$ cat src/rtl/rv_ctrl_pkg.sv
// Shared RV32 decode constants: opcodes, ALU-op codes, branch funct3 codes and
// the EX-stage control bundle carried by the ID/EX register.
package rv_ctrl_pkg;

   localparam logic [6:0] OPC_R      = 7'b0110011;
   localparam logic [6:0] OPC_I      = 7'b0010011;
   localparam logic [6:0] OPC_LOAD   = 7'b0000011;
   localparam logic [6:0] OPC_STORE  = 7'b0100011;
   localparam logic [6:0] OPC_BRANCH = 7'b1100011;
   localparam logic [6:0] OPC_JAL    = 7'b1101111;
   localparam logic [6:0] OPC_JALR   = 7'b1100111;
   localparam logic [6:0] OPC_LUI    = 7'b0110111;
   localparam logic [6:0] OPC_AUIPC  = 7'b0010111;

   localparam logic [2:0] ALU_ADD   = 3'b000;
   localparam logic [2:0] ALU_CMP   = 3'b001;
   localparam logic [2:0] ALU_RTYPE = 3'b010;
   localparam logic [2:0] ALU_JUMP  = 3'b011;
   localparam logic [2:0] ALU_ITYPE = 3'b100;
   localparam logic [2:0] ALU_LUI   = 3'b101;
   localparam logic [2:0] ALU_AUIPC = 3'b110;

   localparam logic [2:0] BR_BEQ  = 3'b000;
   localparam logic [2:0] BR_BNE  = 3'b001;
   localparam logic [2:0] BR_BLT  = 3'b100;
   localparam logic [2:0] BR_BGE  = 3'b101;
   localparam logic [2:0] BR_BLTU = 3'b110;
   localparam logic [2:0] BR_BGEU = 3'b111;

   typedef struct packed {
      logic       mem_read;
      logic       mem_to_reg;
      logic       mem_write;
      logic       alu_src;
      logic       reg_write;
      logic       jal;
      logic       jalr;
      logic       branch;
      logic       illegal;
      logic [2:0] br_type;
      logic [2:0] alu_op;
      logic [4:0] rd;
   } ex_ctrl_t;

   // funct3 010/011 are never branches; the signed/unsigned compares are optional.
   function automatic logic br_legal(input logic [2:0] f3, input logic full);
      case (f3)
         BR_BEQ, BR_BNE:                   br_legal = 1'b1;
         BR_BLT, BR_BGE, BR_BLTU, BR_BGEU: br_legal = full;
         default:                          br_legal = 1'b0;
      endcase
   endfunction

endpackage

$ cat src/rtl/ctrl_decode.sv
// Combinational RV32 main decoder: control bits, ALU-op class, illegal flag and
// source-register usage for hazard detection.
module ctrl_decode
   import rv_ctrl_pkg::*;
#(
   parameter int BRANCH_FULL = 1
) (
   input  logic [6:0] opcode,
   input  logic [2:0] funct3,
   input  logic [4:0] rd,
   output logic       mem_read,
   output logic       mem_to_reg,
   output logic       mem_write,
   output logic       alu_src,
   output logic       reg_write,
   output logic       jal,
   output logic       jalr,
   output logic       branch,
   output logic       illegal,
   output logic [2:0] br_type,
   output logic [2:0] alu_op,
   output logic       uses_rs1,
   output logic       uses_rs2
);

   always_comb begin
      mem_read   = 1'b0;
      mem_to_reg = 1'b0;
      mem_write  = 1'b0;
      alu_src    = 1'b0;
      reg_write  = 1'b0;
      jal        = 1'b0;
      jalr       = 1'b0;
      branch     = 1'b0;
      illegal    = 1'b0;
      br_type    = 3'b000;
      alu_op     = ALU_ADD;
      uses_rs1   = 1'b0;
      uses_rs2   = 1'b0;
      case (opcode)
         OPC_R:      begin reg_write = 1'b1; alu_op = ALU_RTYPE;
                           uses_rs1 = 1'b1; uses_rs2 = 1'b1; end
         OPC_I:      begin reg_write = 1'b1; alu_src = 1'b1; alu_op = ALU_ITYPE;
                           uses_rs1 = 1'b1; end
         OPC_LOAD:   begin mem_read = 1'b1; mem_to_reg = 1'b1; reg_write = 1'b1;
                           alu_src = 1'b1; alu_op = ALU_ADD; uses_rs1 = 1'b1; end
         OPC_STORE:  begin mem_write = 1'b1; alu_src = 1'b1; alu_op = ALU_ADD;
                           uses_rs1 = 1'b1; uses_rs2 = 1'b1; end
         OPC_BRANCH: begin branch = 1'b1; alu_op = ALU_CMP; br_type = funct3;
                           uses_rs1 = 1'b1; uses_rs2 = 1'b1;
                           illegal = !br_legal(funct3, BRANCH_FULL != 0); end
         OPC_JAL:    begin jal = 1'b1; reg_write = 1'b1; alu_op = ALU_JUMP; end
         OPC_JALR:   begin jalr = 1'b1; reg_write = 1'b1; alu_src = 1'b1;
                           alu_op = ALU_JUMP; uses_rs1 = 1'b1; end
         OPC_LUI:    begin reg_write = 1'b1; alu_op = ALU_LUI; end
         OPC_AUIPC:  begin reg_write = 1'b1; alu_src = 1'b1; alu_op = ALU_AUIPC; end
         default:    illegal = 1'b1;
      endcase
      // An illegal instruction travels as a pure marker; source usage still follows opcode.
      if (illegal) begin
         mem_read   = 1'b0;
         mem_to_reg = 1'b0;
         mem_write  = 1'b0;
         alu_src    = 1'b0;
         reg_write  = 1'b0;
         jal        = 1'b0;
         jalr       = 1'b0;
         branch     = 1'b0;
         br_type    = 3'b000;
         alu_op     = ALU_ADD;
      end
      if (rd == 5'd0) reg_write = 1'b0;
   end

endmodule

$ cat src/rtl/decode_ctrl_pipe.sv
// ID-stage control: decode, load-use stall, ID/EX control register with
// flush/stall bubbles, and a saturating illegal-instruction counter.
module decode_ctrl_pipe
   import rv_ctrl_pkg::*;
#(
   parameter int ALUOP_W         = 3,
   parameter int BRANCH_FULL     = 1,
   parameter int LOAD_USE_DETECT = 1,
   parameter int CNT_W           = 8
) (
   input  logic               clk,
   input  logic               rst,
   input  logic               instr_valid,
   input  logic [6:0]         opcode,
   input  logic [2:0]         funct3,
   input  logic [4:0]         rd,
   input  logic [4:0]         rs1,
   input  logic [4:0]         rs2,
   input  logic               flush,
   output logic               id_stall,
   output logic               ex_valid,
   output logic               ex_mem_read,
   output logic               ex_mem_to_reg,
   output logic               ex_mem_write,
   output logic               ex_alu_src,
   output logic               ex_reg_write,
   output logic               ex_jal,
   output logic               ex_jalr,
   output logic               ex_branch,
   output logic [2:0]         ex_br_type,
   output logic [ALUOP_W-1:0] ex_alu_op,
   output logic [4:0]         ex_rd,
   output logic               ex_illegal,
   output logic [CNT_W-1:0]   illegal_cnt
);

   ex_ctrl_t ex_q, ex_d;
   logic     ex_vld_q;
   logic     uses_rs1, uses_rs2;
   logic     dec_mem_read, dec_mem_to_reg, dec_mem_write, dec_alu_src, dec_reg_write;
   logic     dec_jal, dec_jalr, dec_branch, dec_illegal;
   logic [2:0] dec_br_type, dec_alu_op;
   logic     bubble, load_illegal;

   ctrl_decode #(.BRANCH_FULL(BRANCH_FULL)) u_dec (
      .opcode     (opcode),
      .funct3     (funct3),
      .rd         (rd),
      .mem_read   (dec_mem_read),
      .mem_to_reg (dec_mem_to_reg),
      .mem_write  (dec_mem_write),
      .alu_src    (dec_alu_src),
      .reg_write  (dec_reg_write),
      .jal        (dec_jal),
      .jalr       (dec_jalr),
      .branch     (dec_branch),
      .illegal    (dec_illegal),
      .br_type    (dec_br_type),
      .alu_op     (dec_alu_op),
      .uses_rs1   (uses_rs1),
      .uses_rs2   (uses_rs2)
   );

   assign id_stall = (LOAD_USE_DETECT != 0) && instr_valid && !flush && ex_vld_q
                     && ex_q.mem_read && (ex_q.rd != 5'd0)
                     && (((ex_q.rd == rs1) && uses_rs1) || ((ex_q.rd == rs2) && uses_rs2));

   assign bubble       = flush || id_stall;
   assign load_illegal = !bubble && instr_valid && dec_illegal;

   always_comb begin
      ex_d = '0;
      if (instr_valid) begin
         ex_d.mem_read   = dec_mem_read;
         ex_d.mem_to_reg = dec_mem_to_reg;
         ex_d.mem_write  = dec_mem_write;
         ex_d.alu_src    = dec_alu_src;
         ex_d.reg_write  = dec_reg_write;
         ex_d.jal        = dec_jal;
         ex_d.jalr       = dec_jalr;
         ex_d.branch     = dec_branch;
         ex_d.illegal    = dec_illegal;
         ex_d.br_type    = dec_br_type;
         ex_d.alu_op     = dec_alu_op;
         ex_d.rd         = rd;
      end
   end

   always_ff @(posedge clk or posedge rst) begin
      if (rst) begin
         ex_vld_q <= 1'b0;
         ex_q     <= '0;
      end else if (bubble) begin
         ex_vld_q <= 1'b0;
         ex_q     <= '0;
      end else begin
         ex_vld_q <= instr_valid;
         ex_q     <= ex_d;
      end
   end

   always_ff @(posedge clk or posedge rst) begin
      if (rst)
         illegal_cnt <= '0;
      else if (load_illegal && (illegal_cnt != {CNT_W{1'b1}}))
         illegal_cnt <= illegal_cnt + 1'b1;
   end

   assign ex_valid      = ex_vld_q;
   assign ex_mem_read   = ex_q.mem_read;
   assign ex_mem_to_reg = ex_q.mem_to_reg;
   assign ex_mem_write  = ex_q.mem_write;
   assign ex_alu_src    = ex_q.alu_src;
   assign ex_reg_write  = ex_q.reg_write;
   assign ex_jal        = ex_q.jal;
   assign ex_jalr       = ex_q.jalr;
   assign ex_branch     = ex_q.branch;
   assign ex_br_type    = ex_q.br_type;
   assign ex_alu_op     = ALUOP_W'(ex_q.alu_op);
   assign ex_rd         = ex_q.rd;
   assign ex_illegal    = ex_q.illegal;

endmodule

$ cat config.mk
export PLATFORM = sky130hd
export DESIGN_NAME = decode_ctrl_pipe
export DESIGN_NICKNAME = d
export VERILOG_FILES = /design/src/rtl/rv_ctrl_pkg.sv /design/src/rtl/ctrl_decode.sv /design/src/rtl/decode_ctrl_pipe.sv
export SDC_FILE = /design/constraint.sdc
export NUM_CORES = 1
export LEC_CHECK = 0
export CORE_MARGIN = 1
export CORE_UTILIZATION = 42
export CTS_CLUSTER_DIAMETER = 200
export DETAILED_ROUTE_END_ITERATION = 8
export PLACE_DENSITY = 0.79
export SYNTH_ARGS = -nofsm -noshare
export SYNTH_HDL_FRONTEND = slang
export SYNTH_SLANG_ARGS = --single-unit
$ cat constraint.sdc
create_clock -name clk -period 2.9 [get_ports clk]
set_clock_uncertainty 0.1 [all_clocks]
set_input_delay 0.87 -clock clk [delete_from_list [all_inputs] [get_ports clk]]
set_output_delay 0.87 -clock clk [all_outputs]
set_load 0.1 [all_outputs]
==> out/qor.yml, run 1 <==
outcome:
  status: "finished, final reports clean"
yosys:
  ys_ff_latch: 28
  synth.distinct_cells: 33
  synthMuxAreaShare_pct: 1.860
  synth_nets: 173
  synth-compound-area-share_pct: 6.200
  netlist_area_um2: 1413
  postSynthCellCount: 143
  synth_simple_gate_area_share_pct: 27.81
  yosysWarnings: 0
  synthXorXnorAreaFrac_pct: 10.54
  synth_top_family_by_area: "simple AND/OR/NAND/NOR gates"
  syn_avg_cell_area_um2: 9.878
  synth_fa_ha_area_share_pct: 0.8857
  yosysSeqAreaShare_pct: 49.60
placement:
  globalplace.congestion: 0.8906
  dp_hpwl_um: 2915
  io_buffers: 58
  placed_cells: 261
floorplanning:
  coreArea_um2: 3128
  rows: 20
  pin_count: 59
  die-area_um2: 3599
  start_util_pct: 45.16
  fp.dieW_um: 60.00
  die_y_um: 60.00
clocking:
  clock-root-buffer: "clkbuf_4"
  cts_hold_buffers: 0
  cts_tree: "done"
  clkTransAtPathRegs_ps: 150
  numCtsBuffers: 3
  htree_levels: 1
  clock_path_buffers: 2
  clkSinkCount: 28
  clk_latency_ps: 330
routing:
  ant_nets: 0
  wl_per_cell_um: 14.44
  firstDrtPassIters: 4
  via_per_inst: 5.056
  vias: 1360
  remaining_drc_errors: 0
  wl_um: 3884
  first_iter_violations: 37
timing:
  finalHoldViolCount: 0
  maxSlewViolCount: 0
  relSlewSlack_pct: 76.68
  rsz0062_at_grt: "false"
  fmax_mhz: 349.0
  setup_viol: 0
  min_period_ps: 2866
  period_share_pct: 98.81
  tightest_slew_ps: 345.2
  hold_slack_ps: 401.0
worst_setup_path:
  critPathKind: "in -> out"
  endpoint_kind: "primary output"
  required_ps: 1930
  cp_max_fo: 3
  critical_path_arrival_ps: 1900
  crit_path_start_kind: "input port"
pwr:
  powerDensity_nw_per_um2: 559.3
  total_leakage_power_nw: 1.090
  ir_drop_mv: 0.6830
global_routing:
  antenna_found_initial: 0
  track_usage_pct: 23.22
  grt.overflow.total: 0
  grt_pass1_vias: 1332
  grt_max_degree: 29
  grt_pass1_wl_um: 6154
final_layout:
  drive_gt1_share_pct: 40.89
  nFillCells: 245
  final_cells: 269
  layout_commonest_cell: "buf_4"
  nets: 256
  diodes: 0
  layout_common_cells: "buf_4, dfrtp_1, nand2_1, xnor2_1, nor2_1"
  syn_to_final_growth_pct: 57.31
job:
  max_cap_viol_count: 0
hold_path:
  hold_class: "reg -> reg"
==> area by class of cell <==
cell class	count	area, um^2	area share (%)
Tap cell	44	55.05	2.477
Sequential cell	28	701.9	31.59
Multi-Input combinational cell	105	742.0	33.39
Timing Repair Buffer	85	673.1	30.29
Inverter	3	13.76	0.6194
Clock buffer	4	36.28	1.633
==> per-stage QoR <==
step / total power, W / area [um^2] / setup WS, ps / util (%) / setup TNS, ps
finish: 0.001243 / 2222 / 34.37 / 71.04 / 0
global route: 0.001288 / 2222 / 13.21 / 71.04 / 0
CTS: 0.001249 / 2231 / 2.311 / 71.32 / 0
detailed placement: 0.001052 / 2135 / -447.6 / 68.24 / -2475
global placement: 0.001039 / 2135 / -402.0 / 68.24 / -2249
floorplan: 0.0008841 / 1421 / 1.802 / - / 0
==> flip-flops by register name, indices dropped and copies added (netlist names) <==
| register | count |
|---|---|
| ex_illegal | 1 |
| ex_alu_src | 1 |
| ex_branch | 1 |
| ex_jal | 1 |
| ex_jalr | 1 |
| ex_rd | 5 |
| ex_alu_op | 3 |
| ex_mem_read | 1 |
| ex_mem_write | 1 |
| ex_valid | 1 |
| ex_br_type | 3 |
| illegal_cnt | 8 |
| ex_reg_write | 1 |
==> logic make-up after synthesis <==
| group | count (synthesis) |
|---|---|
| simple gates | 72 |
| flops | 28 |
| xor+xnor | 17 |
| compound gates | 13 |
| buf+inv | 10 |
| mux | 2 |
| fa+ha+maj | 1 |
==> power breakdown <==
part           leakage, nW  internal, W  switching, W
clock               0.0210    0.0000770      0.000118
combinational        0.694     0.000153      0.000409
sequential           0.376     0.000432     0.0000522
total                 1.09     0.000663      0.000580
==> what timing repair did <==
| action | 4_1_cts | 5_1_grt |
|---|---|---|
| cloned | 0 | 0 |
| pin swaps | 12 | 10 |
| setup endpoints to repair | 1 | 1 |
| setup buffers | 3 | 1 |
| gates resized for setup | 59 | 13 |
==> worst paths after layout <==
check,from,endpoint,slack [ps],cells after the start
min in group asynchronous,rst,illegal_cnt[1]$_DFFE_PP0P_,770,3
max reg2reg,ex_rd[2]$_DFF_PP0_,illegal_cnt[6]$_DFFE_PP0P_,290,9
min reg2reg,illegal_cnt[5]$_DFFE_PP0P_,illegal_cnt[5]$_DFFE_PP0P_,400,1
max,opcode[3],id_stall,30,7
min,illegal_cnt[5]$_DFFE_PP0P_,illegal_cnt[5]$_DFFE_PP0P_,400,1
max in group asynchronous,rst,ex_rd[1]$_DFF_PP0_,1650,3
==> critical path, cell delays in order <==
cell and delay (ps):
buf_2 110, nand3b_4 180, nor3_2 180, and4_4 240, o21ai_4 70, inv_4 80, buf_12 160
==> Yosys cell counts <==
| cell type | n | area share [%] |
|---|---|---|
| a211oi_1 | 2 | 1.1 |
| a21oi_1 | 3 | 1.1 |
| a31oi_1 | 1 | 0.44 |
| and3_1 | 9 | 4.0 |
| and4_1 | 1 | 0.62 |
| buf_2 | 2 | 0.71 |
| buf_4 | 1 | 0.53 |
| clkbuf_1 | 4 | 1.1 |
| dfrtp_1 | 28 | 50 |
| ha_1 | 1 | 0.89 |
| inv_1 | 2 | 0.53 |
| inv_2 | 1 | 0.27 |
| mux2_1 | 1 | 0.80 |
| mux2_4 | 1 | 1.1 |
| nand2_1 | 12 | 3.2 |
| nand2b_1 | 4 | 1.8 |
| nand3_1 | 6 | 2.1 |
| nand3b_2 | 1 | 0.80 |
| nand4_1 | 3 | 1.3 |
| nor2_1 | 12 | 3.2 |
| nor2b_1 | 6 | 2.7 |
| nor3_1 | 11 | 3.9 |
| nor4_1 | 2 | 0.89 |
| nor4b_1 | 1 | 0.62 |
| nor4bb_1 | 1 | 0.71 |
| o21ai_0 | 4 | 1.4 |
| o21ai_4 | 1 | 1.2 |
| o22ai_1 | 1 | 0.44 |
| o31a_1 | 1 | 0.62 |
| or4_1 | 2 | 1.1 |
| or4b_4 | 1 | 0.97 |
| xnor2_1 | 11 | 6.8 |
| xor2_1 | 6 | 3.7 |
==> routing by layer <==
layer	vias to the layer above	routed length, um	GRT usage (%)
li1	659	-	-
met1	652	1653	29.30
met2	44	1969	40.63
met3	5	205	2.597
met4	0	55	8.638
met5	-	0	0
No activity file was read; power rests on OpenSTA's default activity.
==> run 2, diff against run 1 <==
--- a/config.mk
+++ b/config.mk
@@ -5,11 +5,13 @@
 export SDC_FILE = /design/constraint.sdc
 export NUM_CORES = 1
 export LEC_CHECK = 0
+export CELL_PAD_IN_SITES_DETAIL_PLACEMENT = 1
+export CELL_PAD_IN_SITES_GLOBAL_PLACEMENT = 2
 export CORE_MARGIN = 1
-export CORE_UTILIZATION = 42
+export CORE_UTILIZATION = 22
 export CTS_CLUSTER_DIAMETER = 200
 export DETAILED_ROUTE_END_ITERATION = 8
-export PLACE_DENSITY = 0.79
+export PLACE_DENSITY = 0.77
 export SYNTH_ARGS = -nofsm -noshare
 export SYNTH_HDL_FRONTEND = slang
 export SYNTH_SLANG_ARGS = --single-unit
==> constraint.sdc (replaced) <==
create_clock -name clk -period 2.55 [get_ports clk]
set_clock_uncertainty 0.1 [all_clocks]
set_input_delay 0.765 -clock clk [delete_from_list [all_inputs] [get_ports clk]]
set_output_delay 0.765 -clock clk [all_outputs]
set_load 0.1 [all_outputs]
==> out/qor.yml, run 2 (same netlist as run 1, synthesis figures left out) <==
worst_setup_path:
  path_cells: "clkdlybuf4s15_1, xor2_1, nor3_2, and4_4, o21ai_4, inv_8, buf_12"
  max_stage_delay_ps: 260  # +20 ps
  r2r_start: "ex_rd[2]$_DFF_PP0_"
  r2r-end: "illegal_cnt[6]$_DFFE_PP0P_"
  worstSetupStartpoint: "rs2[4]"
  critPathKind: "in -> out"
  crit_path_start_kind: "input port"
  cpMaxStageDelayCell: "and4_4"
  cp_max_fo: 2  # -1
  rrSetupSlack_ps: 150  # -140 ps
  critical_path_arrival_ps: 1830  # -70 ps
  endpoint_kind: "primary output"
  reg2reg_depth: 7  # -2
  required_ps: 1690  # -240 ps
timing:
  setup_viol: 1  # +1
  relSlewSlack_pct: 68.47  # -8.2 points
  finalHoldViolCount: 0  # unchanged
  min_period_ps: 2699
  maxSlewViolCount: 0  # unchanged
  fmax_mhz: 370.5
  period_share_pct: 105.8
  tightest_slew_ps: 472.4  # +127.3 ps
  hold_slack_ps: 415.8  # +14.74 ps
  rsz0062_at_grt: "true"
  setup_slack_ps: -148.8  # -183.2 ps
placement:
  globalplace.congestion: 0.8202  # -7.9%
  io_buffers: 58  # unchanged
  dp_hpwl_um: 3580  # +23%
routing:
  top_layer: "met4"
  routed-wl-met3_um: 163  # -20%
  via_per_inst: 4.521  # -11%
  wl_met1_um: 2166  # +31%
  remaining_drc_errors: 0  # unchanged
  first_iter_violations: 61  # +65%
  wl_met2_um: 2343  # +19%
  vias: 1379  # +1.4%
  wl_um: 4707  # +21%
  ant_nets: 0  # unchanged
  firstDrtPassIters: 4  # unchanged
  wl_per_cell_um: 15.43  # +6.9%
global_routing:
  grt_max_degree: 17  # -41%
  grt.overflow.total: 0  # unchanged
  grt_pass1_vias: 1529  # +15%
  antenna_found_initial: 0  # unchanged
  grt_pass1_wl_um: 7258  # +18%
  track_usage_pct: 14.17  # -9.1 points
hold_path:
  hp-start: "illegal_cnt[5]$_DFFE_PP0P_"
  hold_class: "reg -> reg"
  hold_depth: 1  # unchanged
  holdPathEnd: "illegal_cnt[5]$_DFFE_PP0P_"
final_layout:
  drive_gt1_share_pct: 49.13  # +8.2 points
  layout_commonest_cell: "buf_4"
  nets: 261  # +2.0%
  syn_to_final_growth_pct: 72.37
  largest_reg_flops: 8  # unchanged
  largest_register: "illegal_cnt"
  layout_common_cells: "buf_4, dfrtp_1, nand2_1"
  diodes: 0  # unchanged
  final_util_pct: 40.17  # -31 points
  nFillCells: 697  # +180%
pwr:
  ir_drop_mv: 0.3254  # -52%
  total_leakage_power_nw: 1.151  # +5.5%
  p_clk_share_pct: 22.4  # +6.7 points
  sw_frac_of_total_pct: 43.39  # -3.3 points
  powerDensity_nw_per_um2: 646.5  # +16%
  p_seq_share_pct: 35.1  # -3.9 points
  p_comb_share_pct: 42.4  # -2.9 points
  p_int_w: 0.0008911  # +34%
  p_switching_w: 0.0006830  # +18%
  power.total_w: 0.001574  # +27%
clocking:
  clkSinkCount: 28  # unchanged
  clkTransAtPathRegs_ps: 100  # -50 ps
  htree_levels: 1  # unchanged
  cts_hold_buffers: 0  # unchanged
  clk_latency_ps: 270  # -60 ps
  cts_tree: "done"
  clock-root-buffer: "clkbuf_8"
  numCtsBuffers: 3  # unchanged
  clock_path_buffers: 2  # unchanged
outcome:
  status: "finished, violations left"
  violations: "negative setup slack"
floorplanning:
  fp.dieW_um: 82.13  # +37%
  pin_count: 59  # unchanged
  die_y_um: 82.13  # +37%
  coreArea_um2: 6061  # +94%
  rows: 28  # +40%
  start_util_pct: 23.31  # -22 points
  die-area_um2: 6745  # +87%
job:
  max_cap_viol_count: 0  # unchanged
==> run 2: critical path: cells and delay by family <==
| family | cells | cell delay, ps |
|---|---|---|
| AO/OA/AOI/OAI | 1 | 80 |
| buffers and inverters | 3 | 400 |
| AND/OR/NAND/NOR | 2 | 420 |
| XOR/XNOR | 1 | 150 |
==> run 2: layer usage <==
metal	vias to the layer above	track usage, %
li1	668	-
met1	680	18.89
met2	29	24.55
met3	2	1.099
met4	0	3.860
met5	-	0
==> run 2: cell type report <==
class	count	area (um^2)	share of cell area, %
well taps	75	93.84	3.854
multi-input cells	105	825.8	33.92
clock inverters	1	30.03	1.233
repair buffers	90	713.2	29.29
clock buffers	3	41.29	1.696
inverters	3	18.77	0.7708
flip-flops and latches	28	711.9	29.24
==> run 2: worst max-delay path by stage <==
stage / end / slack [ps] / depth (start not counted)
floorplan: id_stall / -80 / 6
global placement: illegal_cnt[6]$_DFFE_PP0P_ / -650 / 7
detailed placement: illegal_cnt[6]$_DFFE_PP0P_ / -680 / 7
CTS: id_stall / -150 / 6
global route: id_stall / -190 / 7
finish: id_stall / -150 / 7
==> run 2: stage by stage <==
step	cells	instance area [um^2]	TNS [ps]	setup WS (ps)
after floorplan	143	1465	-165.7	-83.95
after global placement	296	2236	-10230	-650.3
after detailed placement	296	2236	-11460	-677.2
after CTS	305	2399	-150.6	-150.6
after global routing	305	2435	-457.6	-193.5
final	305	2435	-148.8	-148.8
==> run 2: power by group through the flow <==
stage	combinational [W]	clock, W	sequential [W]
after global placement	0.000643	0	0.000565
after global routing	0.000699	0.000374	0.000563
after CTS	0.000667	0.000365	0.000553
final	0.000668	0.000353	0.000553
after floorplan	0.000116	0	0.000895
after detailed placement	0.000653	0	0.000562
==> run 2: what timing repair did <==
action / CTS / global route
pin swaps: 18 / 12
setup buffers: 5 / 0
resized for setup: 74 / 15
gates cloned: 0 / 0
endpoints found under the setup margin: 19 / 12
